$ cat config.mk
export PLATFORM = sky130hd
export DESIGN_NAME = sam_action_sequencer_flat
export DESIGN_NICKNAME = d
export VERILOG_FILES = /design/src/rtl/sam_pkg.sv /design/src/rtl/sam_action_sequencer_if.sv /design/src/rtl/sam_frame_parser.sv /design/src/rtl/sam_action_sequencer.sv /design/src/flat_wrapper.sv
export SDC_FILE = /design/constraint.sdc
export NUM_CORES = 1
export LEC_CHECK = 0
export ABC_AREA = 1
export CORE_MARGIN = 4
export CORE_UTILIZATION = 65
export DETAILED_ROUTE_END_ITERATION = 6
export DONT_BUFFER_PORTS = 1
export GPL_ROUTABILITY_DRIVEN = 0
export PLACE_DENSITY = 0.81
export SLEW_MARGIN = 10
export SYNTH_ARGS = -nofsm -noshare
export SYNTH_HDL_FRONTEND = slang
export SYNTH_SLANG_ARGS = --single-unit
$ cat constraint.sdc
create_clock -name clk -period 7.7 [get_ports clk]
set_input_delay 1.155 -clock clk [delete_from_list [all_inputs] [get_ports clk]]
set_output_delay 1.155 -clock clk [all_outputs]
set_load 0.02 [all_outputs]
$ cat src/rtl/sam_pkg.sv
// Shared constants, types and token classification for the SAM action sequencer.
package sam_pkg;

    localparam logic [7:0] ChS    = 8'h53;
    localparam logic [7:0] ChA    = 8'h41;
    localparam logic [7:0] ChM    = 8'h4d;
    localparam logic [7:0] ChDash = 8'h2d;
    localparam logic [7:0] ChDot  = 8'h2e;
    localparam logic [7:0] ChHash = 8'h23;
    localparam logic [7:0] ChX    = 8'h58;
    localparam logic [7:0] ChU    = 8'h55;
    localparam logic [7:0] Ch0    = 8'h30;
    localparam logic [7:0] Ch9    = 8'h39;

    localparam logic [1:0] UnitNone = 2'd0;
    localparam logic [1:0] UnitPu   = 2'd1;
    localparam logic [1:0] UnitFu   = 2'd2;
    localparam logic [1:0] UnitWu   = 2'd3;

    localparam logic [1:0] ErrNone    = 2'd0;
    localparam logic [1:0] ErrFraming = 2'd1;
    localparam logic [1:0] ErrUnit    = 2'd2;
    localparam logic [1:0] ErrToken   = 2'd3;

    // Tables are packed with entry 0 in the least-significant slice.
    localparam logic [44:0] DefUnitNodes = {5'd13, 5'd15, 5'd17,
                                            5'd20, 5'd22, 5'd25,
                                            5'd31, 5'd29, 5'd27};
    localparam logic [14:0] DefMuNodes   = {5'd7, 5'd8, 5'd9};
    localparam logic [14:0] DefSuNodes   = {5'd3, 5'd4, 5'd5};

    typedef logic [2:0][7:0] token_t;

    typedef enum logic [1:0] {TkSkip, TkMu, TkSu, TkBad} tok_kind_e;

    typedef struct packed {
        tok_kind_e  kind;
        logic [3:0] digit;
    } tok_info_t;

    typedef enum logic [1:0] {StIdle, StDispatch, StWait} seq_state_e;

    function automatic tok_info_t token_kind(input token_t tok);
        tok_info_t info;
        info.digit = 4'(tok[2] - Ch0);
        if (tok[0] == ChX && tok[1] == ChX && tok[2] == ChX) begin
            info.kind = TkSkip;
        end else if (tok[2] < Ch0 || tok[2] > Ch9 || tok[1] != ChU) begin
            info.kind = TkBad;
        end else if (tok[0] == ChM) begin
            info.kind = TkMu;
        end else if (tok[0] == ChS) begin
            info.kind = TkSu;
        end else begin
            info.kind = TkBad;
        end
        return info;
    endfunction

endpackage

$ cat src/rtl/sam_action_sequencer_if.sv
// Byte-stream input and action handshake bundle of the SAM action sequencer.
interface sam_action_sequencer_if #(
    parameter int unsigned NODE_W = 5
);
    logic              rx_complete;
    logic [7:0]        rx_msg;
    logic [1:0]        unit_type;
    logic              task_complete;
    logic              abort;
    logic [NODE_W-1:0] pick_node;
    logic [NODE_W-1:0] place_node;
    logic [3:0]        slot;
    logic              action_valid;
    logic              busy;
    logic              seq_done;
    logic              msg_error;
    logic [1:0]        err_code;

    modport master (
        output rx_complete, rx_msg, unit_type, task_complete, abort,
        input  pick_node, place_node, slot, action_valid, busy, seq_done, msg_error, err_code
    );

    modport slave (
        input  rx_complete, rx_msg, unit_type, task_complete, abort,
        output pick_node, place_node, slot, action_valid, busy, seq_done, msg_error, err_code
    );
endinterface

$ cat src/rtl/sam_frame_parser.sv
// Framing parser for "SAM-1.TTT-...-N.TTT-#": stores slot tokens, flags frame end or error.
module sam_frame_parser
    import sam_pkg::*;
#(
    parameter int unsigned NUM_SLOTS = 3
) (
    input  logic                     clk,
    input  logic                     rst,
    input  logic                     enable,
    input  logic                     abort,
    input  logic                     rx_complete,
    input  logic [7:0]               rx_msg,
    output token_t [NUM_SLOTS-1:0]   tokens,
    output logic                     frame_ok,
    output logic                     frame_err
);

    typedef enum logic [3:0] {
        PsIdle, PsHdrA, PsHdrM, PsDash, PsIdx, PsDot, PsTok0, PsTok1, PsTok2, PsHash
    } pstate_e;

    localparam logic [3:0] LastCnt = 4'(NUM_SLOTS + 1);

    pstate_e                state_q, state_d;
    logic [3:0]             cnt_q, cnt_d;
    token_t [NUM_SLOTS-1:0] tokens_q, tokens_d;
    logic [3:0]             wr_idx;
    logic                   mismatch;

    assign wr_idx = cnt_q - 4'd1;
    assign tokens = tokens_q;

    always_comb begin
        state_d   = state_q;
        cnt_d     = cnt_q;
        tokens_d  = tokens_q;
        frame_ok  = 1'b0;
        frame_err = 1'b0;
        mismatch  = 1'b0;
        if (abort) begin
            state_d = PsIdle;
        end else if (enable && rx_complete) begin
            unique case (state_q)
                PsIdle: if (rx_msg == ChS) state_d = PsHdrA;
                PsHdrA: if (rx_msg == ChA) state_d = PsHdrM; else mismatch = 1'b1;
                PsHdrM: begin
                    if (rx_msg == ChM) begin
                        state_d = PsDash;
                        cnt_d   = 4'd1;
                    end else begin
                        mismatch = 1'b1;
                    end
                end
                PsDash: begin
                    if (rx_msg == ChDash) state_d = (cnt_q == LastCnt) ? PsHash : PsIdx;
                    else mismatch = 1'b1;
                end
                PsIdx: if (rx_msg == (Ch0 + {4'h0, cnt_q})) state_d = PsDot; else mismatch = 1'b1;
                PsDot: if (rx_msg == ChDot) state_d = PsTok0; else mismatch = 1'b1;
                PsTok0, PsTok1, PsTok2: begin
                    for (int i = 0; i < NUM_SLOTS; i++) begin
                        if (wr_idx == 4'(i)) begin
                            if (state_q == PsTok0) tokens_d[i][0] = rx_msg;
                            else if (state_q == PsTok1) tokens_d[i][1] = rx_msg;
                            else tokens_d[i][2] = rx_msg;
                        end
                    end
                    if (state_q == PsTok0) begin
                        state_d = PsTok1;
                    end else if (state_q == PsTok1) begin
                        state_d = PsTok2;
                    end else begin
                        state_d = PsDash;
                        cnt_d   = cnt_q + 4'd1;
                    end
                end
                PsHash: begin
                    if (rx_msg == ChHash) begin
                        frame_ok = 1'b1;
                        state_d  = PsIdle;
                    end else begin
                        mismatch = 1'b1;
                    end
                end
                default: state_d = PsIdle;
            endcase
            // An unexpected 'S' is taken as the start of a fresh header.
            if (mismatch) begin
                frame_err = 1'b1;
                state_d   = (rx_msg == ChS) ? PsHdrA : PsIdle;
            end
        end
    end

    always_ff @(posedge clk) begin
        if (rst) begin
            state_q  <= PsIdle;
            cnt_q    <= 4'd0;
            tokens_q <= '0;
        end else begin
            state_q  <= state_d;
            cnt_q    <= cnt_d;
            tokens_q <= tokens_d;
        end
    end

endmodule

$ cat src/rtl/sam_action_sequencer.sv
// Parses SAM messages and dispatches each slot as a pick/place action with valid/complete handshake.
module sam_action_sequencer
    import sam_pkg::*;
#(
    parameter int unsigned                    NUM_SLOTS  = 3,
    parameter int unsigned                    NODE_W     = 5,
    parameter int unsigned                    NUM_DEST   = 3,
    parameter logic [3*NUM_SLOTS*NODE_W-1:0]  UNIT_NODES = DefUnitNodes,
    parameter logic [NUM_DEST*NODE_W-1:0]     MU_NODES   = DefMuNodes,
    parameter logic [NUM_DEST*NODE_W-1:0]     SU_NODES   = DefSuNodes
) (
    input logic                   clk,
    input logic                   rst,
    sam_action_sequencer_if.slave bus
);

    seq_state_e             state_q, state_d;
    logic [3:0]             slot_q, slot_d;
    logic [1:0]             unit_q, unit_d;
    logic [NODE_W-1:0]      pick_q, pick_d, place_q, place_d;
    logic                   av_q, av_d, busy_q, busy_d, done_q, done_d, err_q, err_d;
    logic [1:0]             code_q, code_d;

    token_t [NUM_SLOTS-1:0] tokens;
    logic                   frame_ok, frame_err;
    token_t                 cur_tok;
    tok_info_t              info;
    logic                   dest_ok, last_slot;
    int unsigned            slot_idx, unit_idx, dest_idx;
    logic [NODE_W-1:0]      unit_node, mu_node, su_node;

    sam_frame_parser #(
        .NUM_SLOTS (NUM_SLOTS)
    ) u_parser (
        .clk         (clk),
        .rst         (rst),
        .enable      (state_q == StIdle),
        .abort       (bus.abort),
        .rx_complete (bus.rx_complete),
        .rx_msg      (bus.rx_msg),
        .tokens      (tokens),
        .frame_ok    (frame_ok),
        .frame_err   (frame_err)
    );

    // Table lookups for the slot under evaluation; indices are clamped to stay in range.
    always_comb begin
        cur_tok  = '0;
        slot_idx = 0;
        for (int i = 0; i < NUM_SLOTS; i++) begin
            if (slot_q == 4'(i + 1)) begin
                cur_tok  = tokens[i];
                slot_idx = i;
            end
        end
        info      = token_kind(cur_tok);
        dest_ok   = (info.digit >= 4'd1) && (info.digit <= 4'(NUM_DEST));
        dest_idx  = dest_ok ? int'(info.digit) - 1 : 0;
        unit_idx  = (unit_q == UnitNone) ? 0 : int'(unit_q) - 1;
        unit_node = UNIT_NODES[(unit_idx * NUM_SLOTS + slot_idx) * NODE_W +: NODE_W];
        mu_node   = MU_NODES[dest_idx * NODE_W +: NODE_W];
        su_node   = SU_NODES[dest_idx * NODE_W +: NODE_W];
        last_slot = (slot_q == 4'(NUM_SLOTS));
    end

    always_comb begin
        state_d = state_q;
        slot_d  = slot_q;
        unit_d  = unit_q;
        pick_d  = pick_q;
        place_d = place_q;
        av_d    = av_q;
        busy_d  = busy_q;
        done_d  = 1'b0;
        err_d   = 1'b0;
        code_d  = code_q;
        if (bus.abort) begin
            state_d = StIdle;
            av_d    = 1'b0;
            busy_d  = 1'b0;
            slot_d  = 4'd0;
        end else begin
            unique case (state_q)
                StIdle: begin
                    if (frame_err) begin
                        err_d  = 1'b1;
                        code_d = ErrFraming;
                    end else if (frame_ok) begin
                        if (bus.unit_type == UnitNone) begin
                            err_d  = 1'b1;
                            code_d = ErrUnit;
                        end else begin
                            unit_d  = bus.unit_type;
                            busy_d  = 1'b1;
                            slot_d  = 4'd1;
                            state_d = StDispatch;
                        end
                    end
                end
                StDispatch: begin
                    if ((info.kind == TkMu || info.kind == TkSu) && dest_ok) begin
                        pick_d  = (info.kind == TkMu) ? unit_node : su_node;
                        place_d = (info.kind == TkMu) ? mu_node : unit_node;
                        av_d    = 1'b1;
                        state_d = StWait;
                    end else begin
                        if (info.kind != TkSkip) begin
                            err_d  = 1'b1;
                            code_d = ErrToken;
                        end
                        if (last_slot) begin
                            state_d = StIdle;
                            done_d  = 1'b1;
                            busy_d  = 1'b0;
                            slot_d  = 4'd0;
                        end else begin
                            slot_d = slot_q + 4'd1;
                        end
                    end
                end
                StWait: begin
                    if (bus.task_complete) begin
                        av_d = 1'b0;
                        if (last_slot) begin
                            state_d = StIdle;
                            done_d  = 1'b1;
                            busy_d  = 1'b0;
                            slot_d  = 4'd0;
                        end else begin
                            slot_d  = slot_q + 4'd1;
                            state_d = StDispatch;
                        end
                    end
                end
                default: state_d = StIdle;
            endcase
        end
    end

    always_ff @(posedge clk) begin
        if (rst) begin
            state_q <= StIdle;
            slot_q  <= 4'd0;
            unit_q  <= UnitNone;
            pick_q  <= '0;
            place_q <= '0;
            av_q    <= 1'b0;
            busy_q  <= 1'b0;
            done_q  <= 1'b0;
            err_q   <= 1'b0;
            code_q  <= ErrNone;
        end else begin
            state_q <= state_d;
            slot_q  <= slot_d;
            unit_q  <= unit_d;
            pick_q  <= pick_d;
            place_q <= place_d;
            av_q    <= av_d;
            busy_q  <= busy_d;
            done_q  <= done_d;
            err_q   <= err_d;
            code_q  <= code_d;
        end
    end

    assign bus.pick_node    = pick_q;
    assign bus.place_node   = place_q;
    assign bus.slot         = slot_q;
    assign bus.action_valid = av_q;
    assign bus.busy         = busy_q;
    assign bus.seq_done     = done_q;
    assign bus.msg_error    = err_q;
    assign bus.err_code     = code_q;

endmodule
$ cat src/flat_wrapper.sv
// flat-port wrapper written by rule: the top's interface ports become plain ports
module sam_action_sequencer_flat import sam_pkg::*;
#(
    parameter int unsigned                    NUM_SLOTS  = 3,
    parameter int unsigned                    NODE_W     = 5,
    parameter int unsigned                    NUM_DEST   = 3,
    parameter logic [3*NUM_SLOTS*NODE_W-1:0]  UNIT_NODES = DefUnitNodes,
    parameter logic [NUM_DEST*NODE_W-1:0]     MU_NODES   = DefMuNodes,
    parameter logic [NUM_DEST*NODE_W-1:0]     SU_NODES   = DefSuNodes
)
  (clk, rst, bus_rx_complete, bus_rx_msg, bus_unit_type, bus_task_complete, bus_abort, bus_pick_node, bus_place_node, bus_slot, bus_action_valid, bus_busy, bus_seq_done, bus_msg_error, bus_err_code);
  sam_action_sequencer_if #(.NODE_W(NODE_W)) bus_i ();
  input logic clk;
  input logic rst;
  input wire logic [$bits(bus_i.rx_complete)-1:0] bus_rx_complete;
  input wire logic [$bits(bus_i.rx_msg)-1:0] bus_rx_msg;
  input wire logic [$bits(bus_i.unit_type)-1:0] bus_unit_type;
  input wire logic [$bits(bus_i.task_complete)-1:0] bus_task_complete;
  input wire logic [$bits(bus_i.abort)-1:0] bus_abort;
  output wire logic [$bits(bus_i.pick_node)-1:0] bus_pick_node;
  output wire logic [$bits(bus_i.place_node)-1:0] bus_place_node;
  output wire logic [$bits(bus_i.slot)-1:0] bus_slot;
  output wire logic [$bits(bus_i.action_valid)-1:0] bus_action_valid;
  output wire logic [$bits(bus_i.busy)-1:0] bus_busy;
  output wire logic [$bits(bus_i.seq_done)-1:0] bus_seq_done;
  output wire logic [$bits(bus_i.msg_error)-1:0] bus_msg_error;
  output wire logic [$bits(bus_i.err_code)-1:0] bus_err_code;
  assign bus_i.rx_complete = bus_rx_complete;
  assign bus_i.rx_msg = bus_rx_msg;
  assign bus_i.unit_type = bus_unit_type;
  assign bus_i.task_complete = bus_task_complete;
  assign bus_i.abort = bus_abort;
  assign bus_pick_node = bus_i.pick_node;
  assign bus_place_node = bus_i.place_node;
  assign bus_slot = bus_i.slot;
  assign bus_action_valid = bus_i.action_valid;
  assign bus_busy = bus_i.busy;
  assign bus_seq_done = bus_i.seq_done;
  assign bus_msg_error = bus_i.msg_error;
  assign bus_err_code = bus_i.err_code;
  sam_action_sequencer #(.NUM_SLOTS(NUM_SLOTS), .NODE_W(NODE_W), .NUM_DEST(NUM_DEST), .UNIT_NODES(UNIT_NODES), .MU_NODES(MU_NODES), .SU_NODES(SU_NODES)) u_core (.clk(clk), .rst(rst), .bus(bus_i));
endmodule
; ---- Word level (Yosys, flattened, before mapping)
; Index checks and enable logic that the tools add are counted.
; Widths: inputs -> output; s select.
[op_classes]
addsub = 8
mul = 3
order_cmp = 4
eq_ne = 52
shift = 3
muxes = 87
bitwise = 5
reduce_logical = 37
[op_table]
columns = op, count
row1 = $mux 4, 20
row2 = $mux 24, 3
row3 = $shiftx 15x33->5 const A, 2
row4 = $eq 8x7->1 const B, 8
row5 = $mul 32x3->32 const B, 2
row6 = $mux 32, 2
row7 = $reduce_and 6->1, 9
row8 = $shiftx 45x33->5 const A, 1
row9 = $mux 1, 35
row10 = $add 32x2->32, 1
row11 = $mul 32x2->32 const B, 1
row12 = $pmux 4 s8, 1
row13 = $mux 2, 15
row14 = $reduce_and 5->1, 5
row15 = $eq 8x6->1 const B, 3
row16 = $ne 3x3->1 const B, 7
row17 = $eq 4x2->1 const B, 5
row18 = $eq 4x3->1 const B, 5
row19 = $ne 2x2->1 const B, 7
row20 = $eq 4x1->1 const B, 3
row21 = $pmux 4 s3, 1
row22 = $mux 5, 2
row23 = $ne 3x1->1 const B, 3
row24 = $add 4x1->4 const B, 2
row25 = other kinds (31), 56
[word_totals]
reg_bits = 104
inputBits = 15
out_inout_bits = 20
word_cells = 220

; ---- Longest topological paths before layout
; Gate-level depths: netlist (run 1).
[logic_depth]
depth_word = 14
mapped_depth = 31
depth_no_buf = 29

; ---- Modules after synthesis
; A second synthesis (run 1) with hierarchy kept.
[unflattened]
hier_cells = 1051
area_unflattened_um2 = 7016.7
[by_module_without_submodules]
columns = module, n_inst, cells_per_inst, area_each_um2, seq_area_each_um2
row1 = sam_frame_parser, 1, 486, 3560.9, 1601.5
row2 = sam_action_sequencer, 1, 565, 3455.8, 480.5

; ---- Least setup slack after synthesis (run 1)
; Ideal clock, no wire load.
[synth_timing]
path_type = reg-to-reg
startpoint = reg u_core.slot_q[0] (netlist: u_core.bus.slot[0])
endpoint = reg u_core.pick_q[2] (netlist: u_core.bus.pick_node[2])
setup_time_ns = 0.070
arrival_time_ns = 4.292
t_required_ns = 7.630
path_slack_ns = 3.339
path_stages_with_launch = 24
n_path_buf = 2
synth_period_minus_slack_ns = 4.361
cell_sequence = dfxtp_1 -> ha_1 -> nand2_4 -> inv_2 -> clkbuf_1 -> ha_1 -> ha_1 -> fa_1 -> clkbuf_1 -> ha_1 -> ha_1 -> inv_1 -> fa_1 -> xnor2_1 -> inv_1 -> nor2_1 -> o221ai_1 -> nand2_1 -> nand2_1 -> nand2_1 -> o21ai_0 -> inv_1 -> nand2_1 -> a21oi_1
[synth_between]
elab_chain_cells = 13
elab_cells_between_ends = 41
classes_between = 3 x add/sub / 2 x mul / 4 x order compare / 11 x eq/ne / 2 x shift / 11 x mux / 8 x reduce/logical
[synth_lines]
columns = item, line_no
row1 = start: declaration, sam_action_sequencer.sv:18  ; logic [3:0] slot_q, slot_d;
row2 = start signal: assignment, sam_action_sequencer.sv:154  ; slot_q <= slot_d;
row3 = "parallel branches: the longest is 13 deep, another holds $mul 32x3->32", n/a
row4 = end signal: assignment, sam_action_sequencer.sv:156  ; pick_q <= pick_d;
row5 = end: declaration, sam_action_sequencer.sv:20  ; logic [NODE_W-1:0] pick_q, pick_d, place_q, place_d;
; Parallel ways; which one is timed is not known.
; A chain may end at the register's enable or synchronous reset.

; ---- Worst setup path after layout (run 1)
[layout_timing]
startpoint = reg u_core.slot_q[0] (netlist: u_core.bus.slot[0])
endpoint = reg u_core.place_q[2] (netlist: u_core.bus.place_node[2])
[layout_between]
elab_chain_cells = 13
elab_cells_between_ends = 41
classes_between = 3 x add/sub / 2 x mul / 4 x order compare / 11 x eq/ne / 2 x shift / 11 x mux / 8 x reduce/logical
[layout_lines]
columns = item, line_no
row1 = "parallel branches: the longest is 13 deep, another holds $mul 32x3->32", n/a
row2 = end signal: assignment, sam_action_sequencer.sv:157  ; place_q <= place_d;
row3 = end: declaration, sam_action_sequencer.sv:20
; Parallel ways; which one is timed is not known.

==> results of run 1 <==
==> layer usage <==
metal,global-route usage,routed length (um),share of wire
met3,0.0496,1380,0.080
met1,0.376,7130,0.41
met5,0,0,0
met2,0.513,8210,0.47
met4,0.142,599,0.035
==> per-stage QoR <==
step / instance area [um^2] / power, mW
3_3_place_gp: 6620 / 0.592
3_5_place_dp: 6620 / 0.593
4_1_cts: 6820 / 0.928
6_report: 6820 / 0.925
5_1_grt: 6820 / 0.960
2_1_floorplan: 6590 / 0.584
==> area by class of cell <==
cell class,count,area [um^2]
clock buffers,9,124
clock inverters,7,72.6
fillers,855,3000
inverters,139,522
multi-input cells,703,3840
flip-flops and latches,104,2080
well taps,133,166
repair buffers,1,7.51
==> registers in the layout (all words and copies together), names as in the netlist, 2 cells and up <==
register and cells:
u_core.bus.slot 4, u_core.u_parser.tokens 72, u_core.u_parser.state_q 4, u_core.bus.err_code 2, u_core.state_q 2, u_core.u_parser.cnt_q 4
u_core.bus.place_node 5, u_core.bus.pick_node 5, u_core.unit_q 2
==> cells by family (layout without fill, tap and decap cells) <==
group | after synthesis | in the layout | share of synthesized area
compound gates | 277 | 277 | 0.227
xor+xnor | 6 | 6 | 0.00799
fa+ha+maj | 36 | 36 | 0.0719
buf+inv | 174 | 156 | 0.100
flops | 104 | 104 | 0.317
other cells | 1 | 4 | 0.000570
simple gates | 380 | 380 | 0.275
==> placed cells by master (no fill, tap or decap), types with 6 or more instances in the layout <==
master,synthesis,routed
nand2_1,171,171
inv_1,122,121
a21oi_1,114,114
o21ai_0,114,114
dfxtp_1,104,104
nor2_1,76,76
nand3_1,52,52
ha_1,33,33
nor3_1,18,18
nand4_1,17,17
inv_2,12,12
a31oi_1,10,10
nor2_4,9,9
clkbuf_8,0,9
o21ai_1,8,8
nand2_2,6,6
nor2_2,6,6
clkinv_1,5,6
==> cells in the mapped netlist, types with 4 or more instances <==
cell	n	area (um^2)
nand2_1	171	642
inv_1	122	458
a21oi_1	114	571
o21ai_0	114	571
dfxtp_1	104	2080
nor2_1	76	285
nand3_1	52	260
ha_1	33	413
clkbuf_1	32	120
nor3_1	18	90.1
nand4_1	17	106
inv_2	12	45.0
a31oi_1	10	62.6
nor2_4	9	101
o21ai_1	8	40.0
nand2_2	6	37.5
nor2_2	6	37.5
a221oi_1	5	43.8
clkinv_1	5	18.8
nor4_1	5	31.3
o31ai_1	5	37.5
a22o_1	4	35.0
o211ai_1	4	30.0
xnor2_1	4	35.0
==> worst min path at each step <==
stage / end / slack (ns)
5_1_grt: u_core.u_parser.tokens[39] / 0.48
3_3_place_gp: u_core.u_parser.tokens[22] / 0.44
6_report: u_core.u_parser.tokens[39] / 0.46
2_1_floorplan: u_core.u_parser.tokens[16] / 0.42
4_1_cts: u_core.u_parser.tokens[22] / 0.46
3_5_place_dp: u_core.u_parser.tokens[22] / 0.44
==> critical path, cell delays in order, from the launching register on <==
cell and delay [ns]:
dfxtp_1 0.57, ha_1 0.37, nand2_4 0.19, inv_2 0.39
ha_1 0.33, ha_1 0.22, fa_1 0.41, ha_1 0.31
ha_1 0.17, inv_1 0.07, fa_1 0.41, xnor2_1 0.37
inv_1 0.16, nor2_1 0.29, o221ai_1 0.19, nand2_1 0.10
nand2_1 0.05, nand2_1 0.09, nand2_1 0.05, o21ai_1 0.10
nor2_1 0.07, a21oi_1 0.12
==> power by group <==
part	total (mW)	switching (mW)	internal, mW
Sequential	0.538	0.000200	0.538
Combinational	0.0453	0.0335	0.0118
Clock	0.342	0.214	0.128
==> results.json, run 1 <==
{
  "status": "finished with violations",
  "violations": "DRC",
  "vias_per_cell": 6.06,
  "antenna_found_initial": 0,
  "crit_fanout": 25,
  "antennaDiodeCount": 0,
  "row_count": 36,
  "cts-buffers-inserted": 9,
  "layout-drive-gt1-share": 0.0675,
  "clock_latency_ns": 0.39,
  "slew_viol_final": 0,
  "arrival_ns": 5.38,
  "routedWlPerCell_um": 15.8,
  "ios": 35,
  "synth_cell_types": 51,
  "grtUsageTotal": 0.303,
  "vias": 6644,
  "cts-root-buf": "clkbuf_8",
  "relSlewSlack": 0.364,
  "drtIter0Drc": 767,
  "finalSetupViolCount": 0,
  "dp.cells": 1080,
  "postCtsHoldBufs": 0,
  "grt-ovfl-total": 0,
  "reg2reg_to": "u_core.bus.place_node[2]",
  "period_needed_ns": 5.05,
  "cts_tree": "done",
  "cts_buffer_depth": 2,
  "power_density_nw_per_um2": 136,
  "io_buffers": 0,
  "initial_core_util": 0.670,
  "path_class": "flop to flop",
  "grt_pass1_vias": 6210,
  "tightest_slew_ns": 0.950,
  "reg2regPathDepth": 21,
  "hold_viol": 0,
  "die_w_um": 109,
  "postRouteAntennaNets": 0,
  "rrSetupSlack_ns": 2.65,
  "min_path_cells": 2,
  "worst_setup_path_start_kind": "flop",
  "cts.sinks": 104,
  "syn_inst": 978,
  "critPathCapture": "u_core.bus.place_node[2]",
  "maxCapViolations": 0,
  "synth.avg_cell_area_um2": 6.72,
  "grt_max_degree": 61,
  "synth_enable_flop_cells": 0,
  "fin_skew_ns": 0.0155,
  "fin_setup_tns_ns": 0,
  "final_util": 0.694,
  "post_cts.repair.setup_buffers": 0,
  "crit_start": "u_core.bus.slot[0]",
  "required_ns": 8.03,
  "drc": 19,
  "grt_pass1_wl_mm": 29.0,
  "rsz0062_at_grt": "false",
  "syn_area_um2": 6580,
  "place_ws_ns": 2.77,
  "min_from": "u_core.u_parser.tokens[39]",
  "area_growth_pct": 3.69,
  "r2r_start": "u_core.bus.slot[0]",
  "synth_ff_type": "dfxtp_1",
  "power_leakage_nw": 2.91,
  "drtPass1Iterations": 7,
  "fmax_ghz": 0.198,
  "cts.repair.resized": 0,
  "coreArea_um2": 9820,
  "cts.reportedPaths.clkPinSlew_ns": 0.11,
  "fin_ws_ns": 2.65,
  "ys_warn_count": 0,
  "async_reset_ff_frac": 0,
  "period_share": 0.656,
  "die_h_um": 109,
  "synth_seq_cells": 104,
  "fin_cells": 1096,
  "hp-class": "flop to flop",
  "post-dp-hpwl_mm": 12.7,
  "ys_seq_area_frac": 0.317,
  "htreeDepth": 3,
  "end_kind": "flop",
  "totalWireLength_mm": 17.3,
  "vdd_drop_max_mv": 0.106,
  "holdWs_ns": 0.462,
  "layout.nets": 1009,
  "dieArea_um2": 11800
}
(Power assumes the default switching activity.)
==> run 2, diff against run 1 <==
CORE_UTILIZATION = 58   (was 65)
PLACE_DENSITY = 0.76   (was 0.81)
clock period = 4.5 ns   (was 7.7 ns; I/O delays follow)
==> run 2 against run 1 <==
  * The run now ends clean
  * Critical endpoint is now u_core.bus.place_node[4]
  * Critical path depth grew 4
  * Total power grew 92%
  * Final cell count grew 1.8%
  * Sequential share of layout area shrank 0.94 points
  * Via count shrank 2.9%
  * Global-route usage shrank 3.6 points
  * Final area grew 3.2%
  * Highest routed layer unchanged
  * Critical path type unchanged
  * Non-clock buffer count grew 13
==> results.json, run 2 (synthesized netlist as in run 1, its figures left out) <==
{
  "cts-root-buf": "clkbuf_16",
  "fillerInstances": 1042,
  "maxCapViolations": 0,
  "htreeDepth": 3,
  "vias": 6450,
  "post_cts.repair.setup_buffers": 0,
  "layout.nets": 1022,
  "hp-class": "input port to flop",
  "die_h_um": 114,
  "period_share": 0.929,
  "cts_tree": "done",
  "max_stage_delay_ns": 0.47,
  "path_common_cell": "inv_1",
  "crit_fanout": 7,
  "grt_pass1_wl_mm": 28.7,
  "fmax_ghz": 0.239,
  "hold_viol": 0,
  "dpl-instance-area_um2": 6730,
  "grt_max_degree": 51,
  "antennaDiodeCount": 0,
  "area_growth_pct": 6.98,
  "row_count": 38,
  "end_kind": "flop",
  "dieArea_um2": 13100,
  "arrival_ns": 4.48,
  "power_density_nw_per_um2": 252,
  "slew_viol_final": 0,
  "cp_top_family": "simple AND/OR/NAND/NOR gates",
  "final_util": 0.641,
  "power_leakage_nw": 3.03,
  "period_needed_ns": 4.18,
  "drtIter0Drc": 740,
  "clock_latency_ns": 0.36,
  "vdd_drop_max_mv": 0.264,
  "fin_cells": 1116,
  "post-dp-hpwl_mm": 12.5,
  "finalSetupViolCount": 0,
  "grtUsageTotal": 0.267,
  "layout_commonest_cell": "nand2_1",
  "place_ws_ns": 0.311,
  "fin_ws_ns": 0.320,
  "grt_pass1_vias": 6019,
  "postCtsHoldBufs": 0,
  "drtPass1Iterations": 6,
  "vias_per_cell": 5.78,
  "slowest_stage": "fa_1",
  "relSlewSlack": 0.293,
  "dp.cells": 1100,
  "layout-drive-gt1-share": 0.0820,
  "cts-buffers-inserted": 9,
  "crit_buf_inv": 6,
  "status": "finished clean",
  "die_w_um": 114,
  "path_class": "flop to flop",
  "fin_area_um2": 7040,
  "totalWireLength_mm": 16.9,
  "cts.repair.resized": 0,
  "fin_setup_tns_ns": 0,
  "tightest_slew_ns": 1.06,
  "final_cell_mix": "nand2_1, inv_1, a21oi_1, o21ai_0, dfxtp_1",
  "largest_register_ffs": 72,
  "antenna_found_initial": 0,
  "cts.sinks": 104,
  "io_buffers": 0,
  "coreArea_um2": 11000,
  "cts.reportedPaths.clkPinSlew_ns": 0.07,
  "drc": 0,
  "rsz0062_at_grt": "false",
  "holdWs_ns": 0.371,
  "postRouteAntennaNets": 0,
  "routedWlPerCell_um": 15.2,
  "worst_setup_path_start_kind": "flop",
  "ios": 35,
  "required_ns": 4.80,
  "fin_skew_ns": 0.00888,
  "grt-ovfl-total": 0,
  "cts_buffer_depth": 2,
  "initial_core_util": 0.599,
  "report.power.total_mw": 1.77
}
run 2: cell types whose count changed in the layout (fill, tap and decap cells not counted), moves of 2 or more:
cell and change:
inv_8 -2, clkbuf_8 -9, clkbuf_16 +9, buf_4 +13
run 2: layout make-up:
class	instances	area, um^2	share of cell area
Clock buffer	10	229	0.0325
Clock inverter	6	62.6	0.00889
Inverter	139	522	0.0742
Multi-Input combinational cell	703	3860	0.549
Sequential cell	104	2080	0.296
Tap cell	140	175	0.0249
Timing Repair Buffer	14	105	0.0149
run 2: final timing paths:
kind	startpoint	to	slack (ns)	cells after the start
worst min register to register	u_core.u_parser.tokens[22]	u_core.u_parser.tokens[22]	0.45	2
worst max register to register	u_core.bus.slot[1]	u_core.bus.place_node[4]	0.32	25
worst max-delay path	u_core.bus.slot[1]	u_core.bus.place_node[4]	0.32	25
worst min-delay path	rst	u_core.bus.place_node[4]	0.37	1
run 2: metal layers:
| layer | GRT usage | routed length [um] | vias to the layer above |
|---|---|---|---|
| li1 | - | - | 3262 |
| met1 | 0.349 | 7610 | 2909 |
| met2 | 0.435 | 7720 | 231 |
| met3 | 0.0513 | 1060 | 48 |
| met4 | 0.105 | 532 | 0 |
| met5 | 0 | 0 | - |
run 2: where the power goes:
part | switching, mW | internal (mW)
sequential | 0.000348 | 0.919
clock | 0.386 | 0.391
combinational | 0.0562 | 0.0225
